==> config.mk <==
export PLATFORM = sky130hd
export DESIGN_NAME = display_scan_ctrl
export DESIGN_NICKNAME = d
export VERILOG_FILES = /design/src/rtl/display_pkg.sv /design/src/rtl/hex_to_seg.sv /design/src/rtl/display_scan_ctrl.sv
export SDC_FILE = /design/constraint.sdc
export NUM_CORES = 1
export LEC_CHECK = 0
export CELL_PAD_IN_SITES_DETAIL_PLACEMENT = 2
export CELL_PAD_IN_SITES_GLOBAL_PLACEMENT = 2
export CORE_MARGIN = 2
export CORE_UTILIZATION = 30
export DETAILED_ROUTE_END_ITERATION = 7
export PLACE_DENSITY_LB_ADDON = 0.1
export RECOVER_POWER = 50
export SLEW_MARGIN = 25
export SYNTH_ARGS = -nofsm -noshare
export SYNTH_HDL_FRONTEND = slang
export SYNTH_SLANG_ARGS = --single-unit
==> constraint.sdc <==
create_clock -name clk -period 12.3 [get_ports clk]
set_clock_uncertainty 0.05 [all_clocks]
set_input_delay 1.845 -clock clk [delete_from_list [all_inputs] [get_ports clk]]
set_output_delay 1.845 -clock clk [all_outputs]
set_load 0.01 [all_outputs]
==> src/rtl/display_pkg.sv <==
// Shared types, font table and digit-search helper for the seven-segment
// scan controller.
package display_pkg;

    localparam int NUM_DIGITS = 8;

    typedef logic [6:0] seg_t;

    typedef enum logic [1:0] {
        BLANK,
        SHOW,
        IDLE
    } scan_state_t;

    // All segments dark (active-low).
    localparam seg_t SEG_OFF = 7'h7F;

    // Active-low hex font, segment order {g,f,e,d,c,b,a}, indexed by value.
    localparam seg_t FONT [16] = '{
        7'h40, 7'h79, 7'h24, 7'h30, 7'h19, 7'h12, 7'h02, 7'h78,
        7'h00, 7'h10, 7'h08, 7'h03, 7'h46, 7'h21, 7'h06, 7'h0E
    };

    // Nearest enabled digit searching upward from 'from' with wrap. The
    // search starts at 'from' itself when 'inclusive' is set, else at from+1.
    // Returns 'from' when the mask is empty; callers screen that case first.
    function automatic logic [2:0] next_enabled(
        input logic [2:0]            from,
        input logic [NUM_DIGITS-1:0] mask,
        input logic                  inclusive
    );
        logic [2:0] idx;
        next_enabled = from;
        // Walk farthest-first so the nearest hit is the last assignment.
        for (int k = NUM_DIGITS - 1; k >= 0; k--) begin
            idx = from + 3'(k) + (inclusive ? 3'd0 : 3'd1);
            if (mask[idx]) begin
                next_enabled = idx;
            end
        end
    endfunction

endpackage

==> src/rtl/hex_to_seg.sv <==
// Combinational 4-bit hex to active-low seven-segment decoder.
module hex_to_seg
    import display_pkg::*;
(
    input  logic [3:0] value,
    output logic [6:0] seg
);

    assign seg = FONT[value];

endmodule

==> src/rtl/display_scan_ctrl.sv <==
// Time-multiplexed 8-digit seven-segment scan controller. Each slot blanks
// all anodes for BLANK_CYCLES cycles while the digit mux settles, then shows
// the selected digit for the rest of the slot. Disabled digits are skipped.
module display_scan_ctrl
    import display_pkg::*;
#(
    parameter int REFRESH_DIV  = 100_000,
    parameter int BLANK_CYCLES = 1_000
)(
    input  logic       clk,
    input  logic       reset,
    input  logic       en,
    input  logic [7:0] digit_en,
    input  logic [7:0] dp_mask,
    input  logic [3:0] digit_val,
    output logic [2:0] sel,
    output logic [7:0] an,
    output logic [6:0] seg,
    output logic       dp,
    output logic       frame_tick
);

    localparam int               CNT_W     = (REFRESH_DIV > 1) ? $clog2(REFRESH_DIV) : 1;
    localparam logic [CNT_W-1:0] BLANK_END = CNT_W'(BLANK_CYCLES - 1);
    localparam logic [CNT_W-1:0] SLOT_END  = CNT_W'(REFRESH_DIV - 1);
    localparam logic [7:0]       AN_OFF    = 8'hFF;

    scan_state_t      state, state_nxt;
    logic [CNT_W-1:0] cnt, cnt_nxt;
    logic [2:0]       sel_nxt;
    logic             en_q;
    logic             restart_hold;
    logic [7:0]       an_nxt;
    seg_t             seg_nxt, seg_dec;
    logic             dp_nxt, tick_nxt;

    hex_to_seg u_dec (
        .value (digit_val),
        .seg   (seg_dec)
    );

    // On the first enabled cycle the current digit may have been disabled
    // while paused: spend that cycle moving sel (or parking in IDLE) without
    // advancing the slot counter, so the new digit still gets a full blank.
    assign restart_hold = en && !en_q && (state == BLANK) && !digit_en[sel];

    // State, slot counter, digit select and enable history.
    always_ff @(posedge clk) begin
        // NOTE: registers use non-blocking assignments so every flop samples
        // the pre-edge values and the evaluation order of blocks is irrelevant.
        if (reset) begin
            state <= BLANK;
            cnt   <= '0;
            sel   <= '0;
            en_q  <= 1'b0;
        end else begin
            state <= state_nxt;
            cnt   <= cnt_nxt;
            sel   <= sel_nxt;
            en_q  <= en;
        end
    end

    // Next state: slot sequencing, digit advance and idle handling.
    always_comb begin
        // NOTE: every signal gets a default before the branches so no path
        // leaves it unassigned, which would infer a latch.
        state_nxt = state;
        cnt_nxt   = cnt;
        sel_nxt   = sel;
        if (!en) begin
            state_nxt = BLANK;
            cnt_nxt   = '0;
        end else if (restart_hold) begin
            cnt_nxt = '0;
            if (digit_en == 8'h00) begin
                state_nxt = IDLE;
            end else begin
                sel_nxt = next_enabled(sel, digit_en, 1'b1);
            end
        end else begin
            unique case (state)
                BLANK: begin
                    cnt_nxt = cnt + CNT_W'(1);
                    if (cnt == BLANK_END) begin
                        state_nxt = SHOW;
                    end
                end
                SHOW: begin
                    if (cnt == SLOT_END) begin
                        cnt_nxt = '0;
                        if (digit_en == 8'h00) begin
                            state_nxt = IDLE;
                        end else begin
                            state_nxt = BLANK;
                            sel_nxt   = next_enabled(sel, digit_en, 1'b0);
                        end
                    end else begin
                        cnt_nxt = cnt + CNT_W'(1);
                    end
                end
                IDLE: begin
                    cnt_nxt = '0;
                    if (digit_en != 8'h00) begin
                        state_nxt = BLANK;
                        sel_nxt   = next_enabled(sel, digit_en, 1'b1);
                    end
                end
                default: begin
                    state_nxt = BLANK;
                    cnt_nxt   = '0;
                end
            endcase
        end
    end

    // Output decode: values loaded into the output registers on this edge.
    always_comb begin
        an_nxt   = an;
        seg_nxt  = seg;
        dp_nxt   = dp;
        tick_nxt = 1'b0;
        if (!en) begin
            an_nxt = AN_OFF;
        end else begin
            unique case (state)
                BLANK: begin
                    if (!restart_hold && cnt == BLANK_END) begin
                        seg_nxt = seg_dec;
                        dp_nxt  = ~dp_mask[sel];
                        an_nxt  = ~(8'b1 << sel);
                    end
                end
                SHOW: begin
                    if (cnt == SLOT_END) begin
                        an_nxt = AN_OFF;
                        // A non-increasing select means the scan wrapped.
                        if (digit_en != 8'h00) begin
                            tick_nxt = (sel_nxt <= sel);
                        end
                    end
                end
                default: begin
                    an_nxt = AN_OFF;
                end
            endcase
        end
    end

    // Registered outputs.
    always_ff @(posedge clk) begin
        if (reset) begin
            an         <= AN_OFF;
            seg        <= SEG_OFF;
            dp         <= 1'b1;
            frame_tick <= 1'b0;
        end else begin
            an         <= an_nxt;
            seg        <= seg_nxt;
            dp         <= dp_nxt;
            frame_tick <= tick_nxt;
        end
    end

endmodule

=== Word level (Yosys, flattened, before mapping) ===
Memory sizes are Yosys's and may differ from the RTL's. A register that Yosys moved wholly into a read port is not among the register bits.
Index checks and enable logic that the tools add are counted.

* Memories kept: 1
* Input port bits: 23
* Output and inout bits: 20
* Bits in registers: 33
* Word-level logic and storage cells: 140
* Memory bits (read-only): 112
* Bits in writable memories: 0
* Bits in latches: 0

* Shift operators: 1
* Bitwise gates (word level): 7
* Add/subtract/negate cells: 15
* Reduce and logical (&&, ||, !) cells: 16
* Eq/ne operators: 10
* $mul: 0
* Multiplexer cells: 67
* $lt $le $gt $ge: 16
* Divide/modulo/power cells: 0

{| class="wikitable"
|+ Memory list
! memory !! depth !! bits a word !! rd ports !! clocked after Yosys merged registers in !! write ports !! RTL line !! source
|-
| (no name shown) || 16 || 7 || 1 || 1 || 0 || hex_to_seg.sv:9 || <nowiki>assign seg = FONT[value];</nowiki>
|}

{| class="wikitable"
|+ Operators by type and width
! operator !! count
|-
| two-way mux 3 bit || 22
|-
| less-than comparator 3 x 4 -> 1 bit, second input constant || 15
|-
| binary-select mux 1 bit (select 3 bit) || 16
|-
| case mux 17 bit (2 select lines) || 1
|-
| adder 3 x 1 -> 3 bit, second input constant || 8
|-
| adder 17 x 1 -> 17 bit, second input constant || 1
|-
| equality test 17 x 10 -> 1 bit, second input constant || 1
|-
| equality test 17 bit, second input constant || 1
|-
| two-way mux 17 bit || 1
|-
| two-way mux 1 bit || 16
|-
| two-way mux 8 bit || 2
|-
| case mux 8 bit (2 select lines) || 1
|-
| adder 3 bit, second input constant || 4
|-
| two-way mux 2 bit || 6
|-
| zero test 8 bit || 1
|-
| inverter 8 bit || 1
|-
| nonzero test 8 bit || 1
|-
| left shift 1 x 3 -> 8 bit, first input constant || 1
|-
| adder 3 x 2 -> 3 bit, second input constant || 2
|-
| != test 3 bit, second input constant || 2
|-
| case mux 2 bit (3 select lines) || 1
|-
| case mux 3 bit (2 select lines) || 1
|-
| inverter 1 bit || 5
|-
| inverter 4 -> 5 bit || 1
|-
| other kinds (15) || 21
|}

=== Logic depth before layout (Yosys ltp) ===
Gate-level depths: netlist of the first run.

* Depth in word-level cells: 18
* Depth in mapped cells: 18
* Mapped depth without buffers: 15

=== By module ===
From an unflattened synthesis of the first run, not the netlist that was laid out.

* Cells, all modules: 460
* Area, all modules: 4026.4 µm²

{| class="wikitable"
|+ Modules (own cells, without submodules)
! module !! times used !! area an instance (µm²) !! sequential area each (µm²) !! cells an instance
|-
| display_scan_ctrl || 1 || 3757.4 || 800.8 || 427
|-
| hex_to_seg || 1 || 269.0 || 0.0 || 33
|}

=== Least setup slack after synthesis of the first run ===
No wires, ideal clock.

* Kind: input -> register
* From: input digit_en[7]
* To: register frame_tick
* Setup time: 0.092 ns
* Arrival time: 4.355 ns
* Required time: 12.158 ns
* Slack: 7.803 ns
* Stages on the path: 13
* Buffers on the path: 1
* Cells stage by stage: clkbuf_1 -> mux4_2 -> mux2_2 -> and2_1 -> o32a_1 -> a311oi_1 -> o21ai_1 -> nand2_1 -> ha_1 -> a21o_1 -> a21oi_1 -> a31oi_1 -> nor4_1

* Word-level cells in the longest chain between the ends: 16
* Elaborated cells on any way between the ends: 60
* Classes of those cells: 1 x order compare; 53 x mux; 1 x bitwise; 5 x reduce/logical

{| class="wikitable"
|+ RTL lines
! element !! RTL line !! source
|-
| start: declaration || display_scan_ctrl.sv:13 || <nowiki>input logic [7:0] digit_en,</nowiki>
|-
| binary-select mux 1 bit (select 3 bit) || display_pkg.sv:37 || <nowiki>if (mask[idx]) begin</nowiki>
|-
| two-way mux 1 bit (implied by the code) || display_pkg.sv:37 ||
|-
| two-way mux 3 bit (8 in a row) || display_pkg.sv:37 ||
|-
| two-way mux 3 bit || display_scan_ctrl.sv:92 || <nowiki>if (digit_en == 8'h00) begin</nowiki>
|-
| two-way mux 3 bit || display_scan_ctrl.sv:90 || <nowiki>if (cnt == SLOT_END) begin</nowiki>
|-
| case mux 3 bit (2 select lines) || display_scan_ctrl.sv:82 || <nowiki>unique case (state)</nowiki>
|-
| two-way mux 3 bit * || display_scan_ctrl.sv:74 || <nowiki>end else if (restart_hold) begin</nowiki>
|-
| two-way mux 3 bit * || display_scan_ctrl.sv:71 || <nowiki>if (!en) begin</nowiki>
|-
| net sel_nxt[1] || display_scan_ctrl.sv:30 || <nowiki>logic [2:0] sel_nxt;</nowiki>
|-
| less-or-equal comparator 3 bit * || display_scan_ctrl.sv:139 || <nowiki>tick_nxt = (sel_nxt <= sel);</nowiki>
|-
| end signal: assignment || display_scan_ctrl.sv:161 || <nowiki>frame_tick <= tick_nxt;</nowiki>
|-
| end: declaration || display_scan_ctrl.sv:20 || <nowiki>output logic frame_tick</nowiki>
|}

Mark *: on every way through the listed nets, which the timed path passes. The rest lies on a longest branch. The select of a mux whose other input is x is not followed.
A chain may end at the register's enable or synchronous reset.

=== Worst setup path after layout of the first run ===
* From: register sel[0]
* To: register frame_tick

* Word-level cells in the longest chain between the ends: 18
* Elaborated cells on any way between the ends: 70
* Classes of those cells: 14 x add/sub; 1 x order compare; 53 x mux; 2 x reduce/logical

{| class="wikitable"
|+ RTL lines
! element !! RTL line !! source
|-
| start: declaration || display_scan_ctrl.sv:16 || <nowiki>output logic [2:0] sel,</nowiki>
|-
| start signal: assignment || display_scan_ctrl.sv:59 || <nowiki>sel <= sel_nxt;</nowiki>
|-
| adder 3 bit || display_pkg.sv:36 || <nowiki>idx = from + 3'(k) + (inclusive ? 3'd0 : 3'd1);</nowiki>
|-
| adder 3 x 1 -> 3 bit || display_pkg.sv:36 ||
|-
| binary-select mux 1 bit (select 3 bit) || display_pkg.sv:37 ||
|-
| two-way mux 1 bit (implied by the code) || display_pkg.sv:37 ||
|-
| two-way mux 3 bit (8 in a row) || display_pkg.sv:37 ||
|-
| two-way mux 3 bit || display_scan_ctrl.sv:92 ||
|-
| two-way mux 3 bit || display_scan_ctrl.sv:90 ||
|-
| case mux 3 bit (2 select lines) || display_scan_ctrl.sv:82 ||
|-
| two-way mux 3 bit || display_scan_ctrl.sv:74 ||
|-
| two-way mux 3 bit || display_scan_ctrl.sv:71 ||
|-
| less-or-equal comparator 3 bit * || display_scan_ctrl.sv:139 ||
|}

Mark *: on every way between the ends. The rest lies on a longest branch, timed or not. The select of a mux whose other input is x is not followed.

==> results of run 1 <==
per-stage QoR:
stage	util [%]	total power [mW]	setup WS, ns	cells
after CTS	36.4	0.396	7.10	624
after global routing	36.2	0.410	4.72	624
after floorplan	-	0.209	7.80	435
after detailed placement	35.0	0.238	6.86	616
after global placement	35.0	0.236	6.92	616
final	36.2	0.391	5.36	624
layer usage:
| metal | global-route usage, % | vias to the layer above | routed length [µm] |
|---|---|---|---|
| met1 | 27.0 | 1733 | 6200 |
| li1 | - | 1650 | - |
| met5 | 0 | - | 0 |
| met4 | 2.14 | 0 | 57 |
| met3 | 3.01 | 5 | 377 |
| met2 | 32.3 | 57 | 5730 |
synth_stat cells (all sizes together) (6+ instances only):
library cell  instances
xnor2                 7
mux2i                25
a21oi                16
clkbuf               19
nand4                 8
or4                   6
nor3                  8
mux2                 11
nand2                43
ha                   21
nand3                14
nor2b                 8
o21ai                22
xor2                 12
inv                  14
buf                  14
nor2                 47
dfxtp                40
mux4                 21
a211o                 8
where the power goes:
group          switching [mW]  total (mW)  internal, mW  leakage [nW]
Combinational          0.0594       0.104        0.0448          1.04
Sequential           0.000571       0.131         0.131         0.324
Clock                  0.0588       0.155        0.0965        0.0804
Total                   0.119       0.391         0.272          1.44
area by class of cell:
cell class	instances	area, µm²
clock buffers	5	125
clock inverters	3	46.3
fillers	1342	7760
inverters	14	52.6
multi-input cells	348	2730
flip-flops and latches	40	802
well taps	168	210
repair buffers	46	439
final timing paths:
path / from / endpoint / cells after the start
max: sel[0] / frame_tick / 17
min: cnt[0] / cnt[0] / 1
max reg2reg: sel[0] / frame_tick / 17
min reg2reg: cnt[0] / cnt[0] / 1
worst register-to-register path, delay by kind of cell (launching register included):
kind	cells	cell delay [ns]
AOI/OAI and AO/OA	7	1.29
adders and majority gates	2	0.79
buffers and inverters	4	3.09
and+or+nand+nor	2	0.32
muxes	2	1.01
DFF	1	0.31
cells by family (layout without fill, tap and decap cells):
logic type | after synthesis | count (layout) | share of synthesized area (%)
AO/OA/AOI/OAI | 91 | 91 | 17.1
XOR/XNOR | 20 | 20 | 5.04
adder cells (fa/ha/maj) | 21 | 21 | 6.96
buffers and inverters | 47 | 68 | 6.10
flip-flops | 40 | 40 | 21.2
multiplexers | 57 | 57 | 22.7
AND/OR/NAND/NOR | 159 | 159 | 20.9
registers in the layout, indices dropped and copies added, names as in the netlist:
register,flops
frame_tick,1
state,2
dp,1
seg,7
en_q,1
sel,3
cnt,17
an,8
==> impl_metrics.toml, run 1 <==
[worst_setup_path]
crit_arrival_ns = 7.08
max_stage_delay_ns = 1.87
start_kind = "flop"
path_class = "reg2reg"
r2r_slack_ns = 5.36
crit_buf_inv = 4
cp.required_ns = 12.44
crit_path_cell_trace = "clkbuf_1, inv_1, ha_1, buf_4, mux4_2, mux2_2, o2111ai_1, nand4_1, a21boi_0, o21ai_0, a221oi_2, ha_1, inv_1, a21o_1, a21oi_1, a31oi_1, nor4_1"
crit_slowest_cell = "clkbuf_1"
end_kind = "flop"
cp_top_family = "buffers and inverters"
crit_fanout = 40

[finish]
n_antenna_cell = 0
layout_commonest_cell = "nor2_1"
area_delta_synth_final_pct = 16.6
drive_gt1_share_pct = 10.3
layout_common_cells = "nor2_1, nand2_1, dfxtp_1"
nNetsFinal = 499
final_area_mm2 = 0.00440

[timing]
tns_ns = 0
rsz0062_at_grt = "false"
min_period_ns = 6.94
holdWs_ns = 0.396
hold_viol = 0
max_freq_mhz = 144
worstMarginPinSlew_ns = 2.65
setup_viol = 0
min_period_over_period_pct = 56.5
maxSlewViolCount = 97
slew_headroom_pct = -76.8

[run_status]
status = "finished with violations"
violations = "max-capacitance violations, max-slew violations"

[die]
coreArea_mm2 = 0.0122
rows = 40
die_w_um = 116
start_util_pct = 31.0
die-height_um = 116
dieArea_mm2 = 0.0135
num_io_pins = 43

[route]
routedWlPerCell_um = 19.8
antenna_left = 0
drt_first_pass_iters = 4
first_iter_violations = 139
drt-total-wl_mm = 12.4
vias = 3445
viasPerCell = 5.52
route.detailed.drc = 0

[cts]
ctsResizeCount = 0
cts.sinks = 40
clk_path_buf_depth = 2
post_cts.repair.setup_buffers = 0
clk_latency_ns = 0.29
cts_tree = "done"
holdBufCountCts = 0
clkTransAtPathRegs_ns = 0.07
cts_max_level = 2
cts_buffers = 5
cts_root_buf = "clkbuf_16"

[place]
portBuffers = 42
postPlaceCellArea_mm2 = 0.00426
hpwl_mm = 9.13
globalplace.congestion = 0.822

[power_and_ir_drop]
cellPowerDensity_mw_per_mm2 = 88.7
peakVddDrop_mv = 0.0536
leakage_nw = 1.44

[grt]
grt_pass1_wl_mm = 20.2
grt_max_degree = 41
antenna_found_initial = 0
grt_pass1_vias = 3655
grt-ovfl-total = 0
grt_util_all_layers_pct = 19.2

[synth]
synth_area_leaders = "dfxtp_1, mux4_2, ha_1"
syn_nets = 479
synth.top_cell.area_share_pct = 21.2
ys_seq_elements = 40
avgSynthCellArea_um2 = 8.68
ys_warn_count = 0
synth.distinct_cells = 67
async_flop_share_pct = 0
syn_inst = 435
synth_seq_area_share_pct = 21.2
synth_edf_count = 0
synth_top_cell_by_area = "dfxtp_1"
ys.flop_type = "dfxtp_1"
syn_area_mm2 = 0.00378

[worst_hold_path]
worstHoldPathType = "reg2reg"

[job]
cap_violations = 3
Power figures use the tool's default switching activity.
==> run 2: changes to the inputs <==
==> constraint.sdc (replaced) <==
create_clock -name clk -period 7.3 [get_ports clk]
set_clock_uncertainty 0.05 [all_clocks]
set_input_delay 1.095 -clock clk [delete_from_list [all_inputs] [get_ports clk]]
set_output_delay 1.095 -clock clk [all_outputs]
set_load 0.01 [all_outputs]
==> run 2 against run 1 <==
  * The flow now finishes without violations
  * Sequential share of layout area grew 0.083 points
  * Via count rose by 0.64%
  * First-iteration DRC count shrank 12%
  * Design area is 0.45% lower
  * Worst hold slack gained 0.0046 ns
  * Sequential power is 69% higher
  * Critical path type is now in2reg
  * Largest cell class unchanged
==> impl_metrics.toml, run 2 (synthesis results as in run 1) <==
[run_status]
status = "complete, no violations"

[cts]
cts_buffers = 5
post_cts.repair.setup_buffers = 0
cts_tree = "done"
cts_root_buf = "clkbuf_16"
ctsResizeCount = 0
clk_path_buf_depth = 2
cts.sinks = 40
cts_max_level = 2
clkTransAtPathRegs_ns = 0.06
clk_latency_ns = 0.29
holdBufCountCts = 0

[route]
vias = 3467
drt-total-wl_mm = 12.2
viasPerCell = 5.56
drt_first_pass_iters = 4
routedWlPerCell_um = 19.6
route.detailed.drc = 0
antenna_left = 0
first_iter_violations = 123

[die]
start_util_pct = 31.0
dieArea_mm2 = 0.0135
rows = 40
die_w_um = 116
coreArea_mm2 = 0.0122
num_io_pins = 43
die-height_um = 116

[power_and_ir_drop]
peakVddDrop_mv = 0.0642
pwr-share-seq_pct = 36.1
cellPowerDensity_mw_per_mm2 = 140
switching_share_pct = 31.2
p_switching_mw = 0.191
power.share.clock_pct = 35.5
leakage_nw = 1.44
comb_power_share_pct = 28.4
p_int_mw = 0.421

[place]
portBuffers = 42
place_ws_ns = 2.41
globalplace.congestion = 0.793
hpwl_mm = 9.21

[timing]
min_period_over_period_pct = 73.0
min_period_ns = 5.33
slew_headroom_pct = 0.725
hold_viol = 0
maxSlewViolCount = 0
setup_viol = 0
tns_ns = 0
rsz0062_at_grt = "false"
worstMarginPinSlew_ns = 1.49
timing.final.ws_setup_ns = 1.97
max_freq_mhz = 188

[finish]
largest_reg_flops = 17
regMostFlops = "cnt"
nNetsFinal = 499
n_antenna_cell = 0
multi_input_area_mm2 = 0.00273
drive_gt1_share_pct = 10.7
reg_top3 = "cnt: 17 flops, an: 8 flops, seg: 7 flops"
layout_common_cells = "nor2_1, nand2_1, dfxtp_1"
area_delta_synth_final_pct = 16.1
post-route-util_pct = 36.0
fillCellCount = 1356
regArea_um2 = 802
layout_commonest_cell = "nor2_1"

[worst_setup_path]
crit_arrival_ns = 5.43
start_kind = "primary input"
cp.required_ns = 7.40
end_kind = "flop"
path_class = "in2reg"
crit_fanout = 12

[grt]
antenna_found_initial = 0
grt-ovfl-total = 0
grt_pass1_vias = 3713
grt_pass1_wl_mm = 20.3
grt_util_all_layers_pct = 19.5
grt_max_degree = 40

[worst_hold_path]
worstHoldPathType = "reg2reg"

[job]
cap_violations = 0
[run 2: path summary, 6_finish.rpt]
| check | startpoint | end | slack, ns | cells after the start |
|---|---|---|---|---|
| worst max register to register | sel[2] | frame_tick | 2.54 | 14 |
| worst min register to register | cnt[0] | cnt[0] | 0.40 | 1 |
| worst min-delay path | cnt[0] | cnt[0] | 0.40 | 1 |
| worst max-delay path | digit_en[1] | frame_tick | 1.97 | 12 |
[run 2: final cells by class]
cell class / count / area share, %
Sequential cell: 40 / 18.3
Clock buffer: 5 / 2.85
Inverter: 14 / 1.20
Clock inverter: 3 / 0.428
Multi-Input combinational cell: 348 / 62.2
Tap cell: 168 / 4.80
Timing Repair Buffer: 46 / 10.2
[run 2: worst max-delay path: stages]
cell,delay [ns]
dlygate4sd3_1,0.67
mux4_2,0.59
mux2_1,0.38
nor3_1,0.98
nor3b_1,0.22
o2111ai_1,0.22
a21oi_1,0.12
a221o_1,0.35
ha_1,0.32
a21oi_1,0.13
a31oi_1,0.06
nor4_1,0.30
[run 2: power by group through the flow]
| stage | clock [mW] | combinational (mW) | sequential (mW) |
|---|---|---|---|
| finish | 0.217 | 0.174 | 0.221 |
| global route | 0.238 | 0.191 | 0.221 |
| CTS | 0.228 | 0.176 | 0.221 |
| detailed placement | 0 | 0.175 | 0.226 |
| global placement | 0 | 0.172 | 0.226 |
| floorplan | 0 | 0.125 | 0.227 |
[run 2: per-layer routing]
| metal | global-route usage (%) | wire length (µm) |
|---|---|---|
| met4 | 4.05 | 61 |
| met3 | 3.43 | 391 |
| met5 | 0 | 0 |
| met1 | 27.3 | 6000 |
| met2 | 31.5 | 5780 |
[run 2: stage by stage]
stage	total power, mW	cell area [µm²]	hold slack [ns]	cells
after floorplan	0.351	3780	0.368	435
after global placement	0.398	4260	0.384	616
after detailed placement	0.401	4260	0.396	616
after CTS	0.625	4400	0.405	624
after global routing	0.650	4380	0.430	624
final	0.612	4380	0.401	624
==> run 3: changes to the inputs <==
==> constraint.sdc (replaced) <==
create_clock -name clk -period 4.7 [get_ports clk]
set_clock_uncertainty 0.05 [all_clocks]
set_input_delay 0.705 -clock clk [delete_from_list [all_inputs] [get_ports clk]]
set_output_delay 0.705 -clock clk [all_outputs]
set_load 0.01 [all_outputs]
==> run 3 against run 2 <==
  * Flip-flop and latch count unchanged
  * Clock power is 86% higher
  * Largest cell class unchanged
  * Worst setup slack worse by 1.4 ns
  * First-iteration DRC count increased by 23%
  * Global-route usage decreased by 0.22 points
  * Clock-buffer cell count unchanged
  * Register-to-register slack got worse by 2.0 ns
  * Non-clock buffer count up 6
  * Sequential share of layout area fell by 0.34 points
  * Via count decreased by 0.12%
  * Die area is the same
==> impl_metrics.toml, run 3 (synthesis results as in run 1) <==
[finish]
regArea_um2 = 802
nNetsFinal = 505
reg_top3 = "cnt: 17 flops, an: 8 flops, seg: 7 flops"
layout_common_cells = "nor2_1, nand2_1, dfxtp_1"
final_area_mm2 = 0.00447
fillCellCount = 1400
post-route-util_pct = 36.7
area_delta_synth_final_pct = 18.3
n_antenna_cell = 0
layout_commonest_cell = "nor2_1"
drive_gt1_share_pct = 12.1
regMostFlops = "cnt"
multi_input_area_mm2 = 0.00274
largest_reg_flops = 17

[cts]
holdBufCountCts = 0
clk_latency_ns = 0.29
cts.sinks = 40
cts_root_buf = "clkbuf_16"
clk_path_buf_depth = 2
ctsResizeCount = 0
cts_buffers = 5
cts_tree = "done"
cts_max_level = 2
clkTransAtPathRegs_ns = 0.06
post_cts.repair.setup_buffers = 0

[grt]
grt_pass1_wl_mm = 20.1
grt_pass1_vias = 3619
grt_util_all_layers_pct = 19.2
grt-ovfl-total = 0
grt_max_degree = 36
antenna_found_initial = 0

[route]
first_iter_violations = 151
route.detailed.drc = 0
drt_first_pass_iters = 4
vias = 3463
viasPerCell = 5.50
antenna_left = 0
drt-total-wl_mm = 12.2
routedWlPerCell_um = 19.3

[power_and_ir_drop]
power_mw = 1.02
cellPowerDensity_mw_per_mm2 = 229
leakage_nw = 1.48
peakVddDrop_mv = 0.124

[worst_setup_path]
crit_path_cell_trace = "inv_1, ha_1, mux4_2, mux2_2, o2111ai_1, nand4_1, a21boi_0, o21ai_0, a221oi_2, ha_1, inv_1, a21o_1, a21oi_1, a31oi_1, nor4_1"
rr_endpoint = "frame_tick"
crit_fanout = 11
crit_arrival_ns = 4.26
endpoint = "frame_tick"
cp.required_ns = 4.84
path_class = "reg2reg"
crit_slowest_cell = "ha_1"
start_kind = "flop"
end_kind = "flop"
r2r-start = "sel[0]"
r2r.worst_path.cells = 15
max_stage_delay_ns = 0.65
crit_path_start = "sel[0]"
r2r_slack_ns = 0.58

[timing]
worstMarginPinSlew_ns = 0.755
min_period_over_period_pct = 87.6
rsz0062_at_grt = "false"
tns_ns = 0
slew_headroom_pct = 49.4
maxSlewViolCount = 0
hold_viol = 0
setup_viol = 0
min_period_ns = 4.12
max_freq_mhz = 243

[place]
hpwl_mm = 9.44
globalplace.congestion = 0.801
portBuffers = 42
postPlaceCellArea_mm2 = 0.00431

[die]
rows = 40
coreArea_mm2 = 0.0122
die-height_um = 116
die_w_um = 116
start_util_pct = 31.0
num_io_pins = 43
dieArea_mm2 = 0.0135

[worst_hold_path]
worstHoldPathType = "reg2reg"

[job]
cap_violations = 0

[run_status]
status = "complete, no violations"
==> run 3: worst max-delay path: cells and delay by family, from the launching register on <==
kind	cells	cell delay (ns)
buf+inv	2	0.13
mux	2	1.00
compound gates	7	1.21
flops	1	0.44
simple gates	2	0.31
fa+ha+maj	2	0.87
==> run 3: final cells by class <==
type                            instances  share of cell area, %
Clock buffer                            5                   2.80
Clock inverter                          3                   1.04
Inverter                               14                   1.18
Multi-Input combinational cell        348                   61.3
Sequential cell                        40                   18.0
Tap cell                              168                   4.71
Timing Repair Buffer                   52                   11.0
==> run 3: worst min path at each step <==
stage / startpoint / endpoint / cells past startpoint
5_1_grt: cnt[0] / cnt[0] / 1
3_3_place_gp: cnt[0] / cnt[0] / 1
4_1_cts: cnt[0] / cnt[0] / 1
6_report: cnt[0] / cnt[0] / 1
3_5_place_dp: cnt[0] / cnt[0] / 1
2_1_floorplan: cnt[0] / cnt[0] / 1
==> run 3: metrics by stage <==
step | setup slack, ns | std cells | hold WS, ns
4_1_cts | 0.548 | 630 | 0.406
3_5_place_dp | 0.392 | 622 | 0.391
2_1_floorplan | 0.733 | 435 | 0.368
6_report | 0.581 | 630 | 0.402
5_1_grt | 0.180 | 630 | 0.420
3_3_place_gp | 0.470 | 622 | 0.383
==> run 3: power by group <==
part           switching [mW]  total [mW]  internal, mW
clock network           0.151       0.404         0.252
registers             0.00304       0.345         0.342
logic                   0.154       0.273         0.119
total                   0.309        1.02         0.713
==> run 3: routing by layer <==
layer	routed length (µm)	vias up	track usage [%]	share of wire (%)
met3	472	16	3.11	3.9
met2	5520	77	30.5	45
met5	0	-	0	0
li1	-	1660	-	-
met4	165	0	3.97	1.4
met1	6040	1710	27.7	50
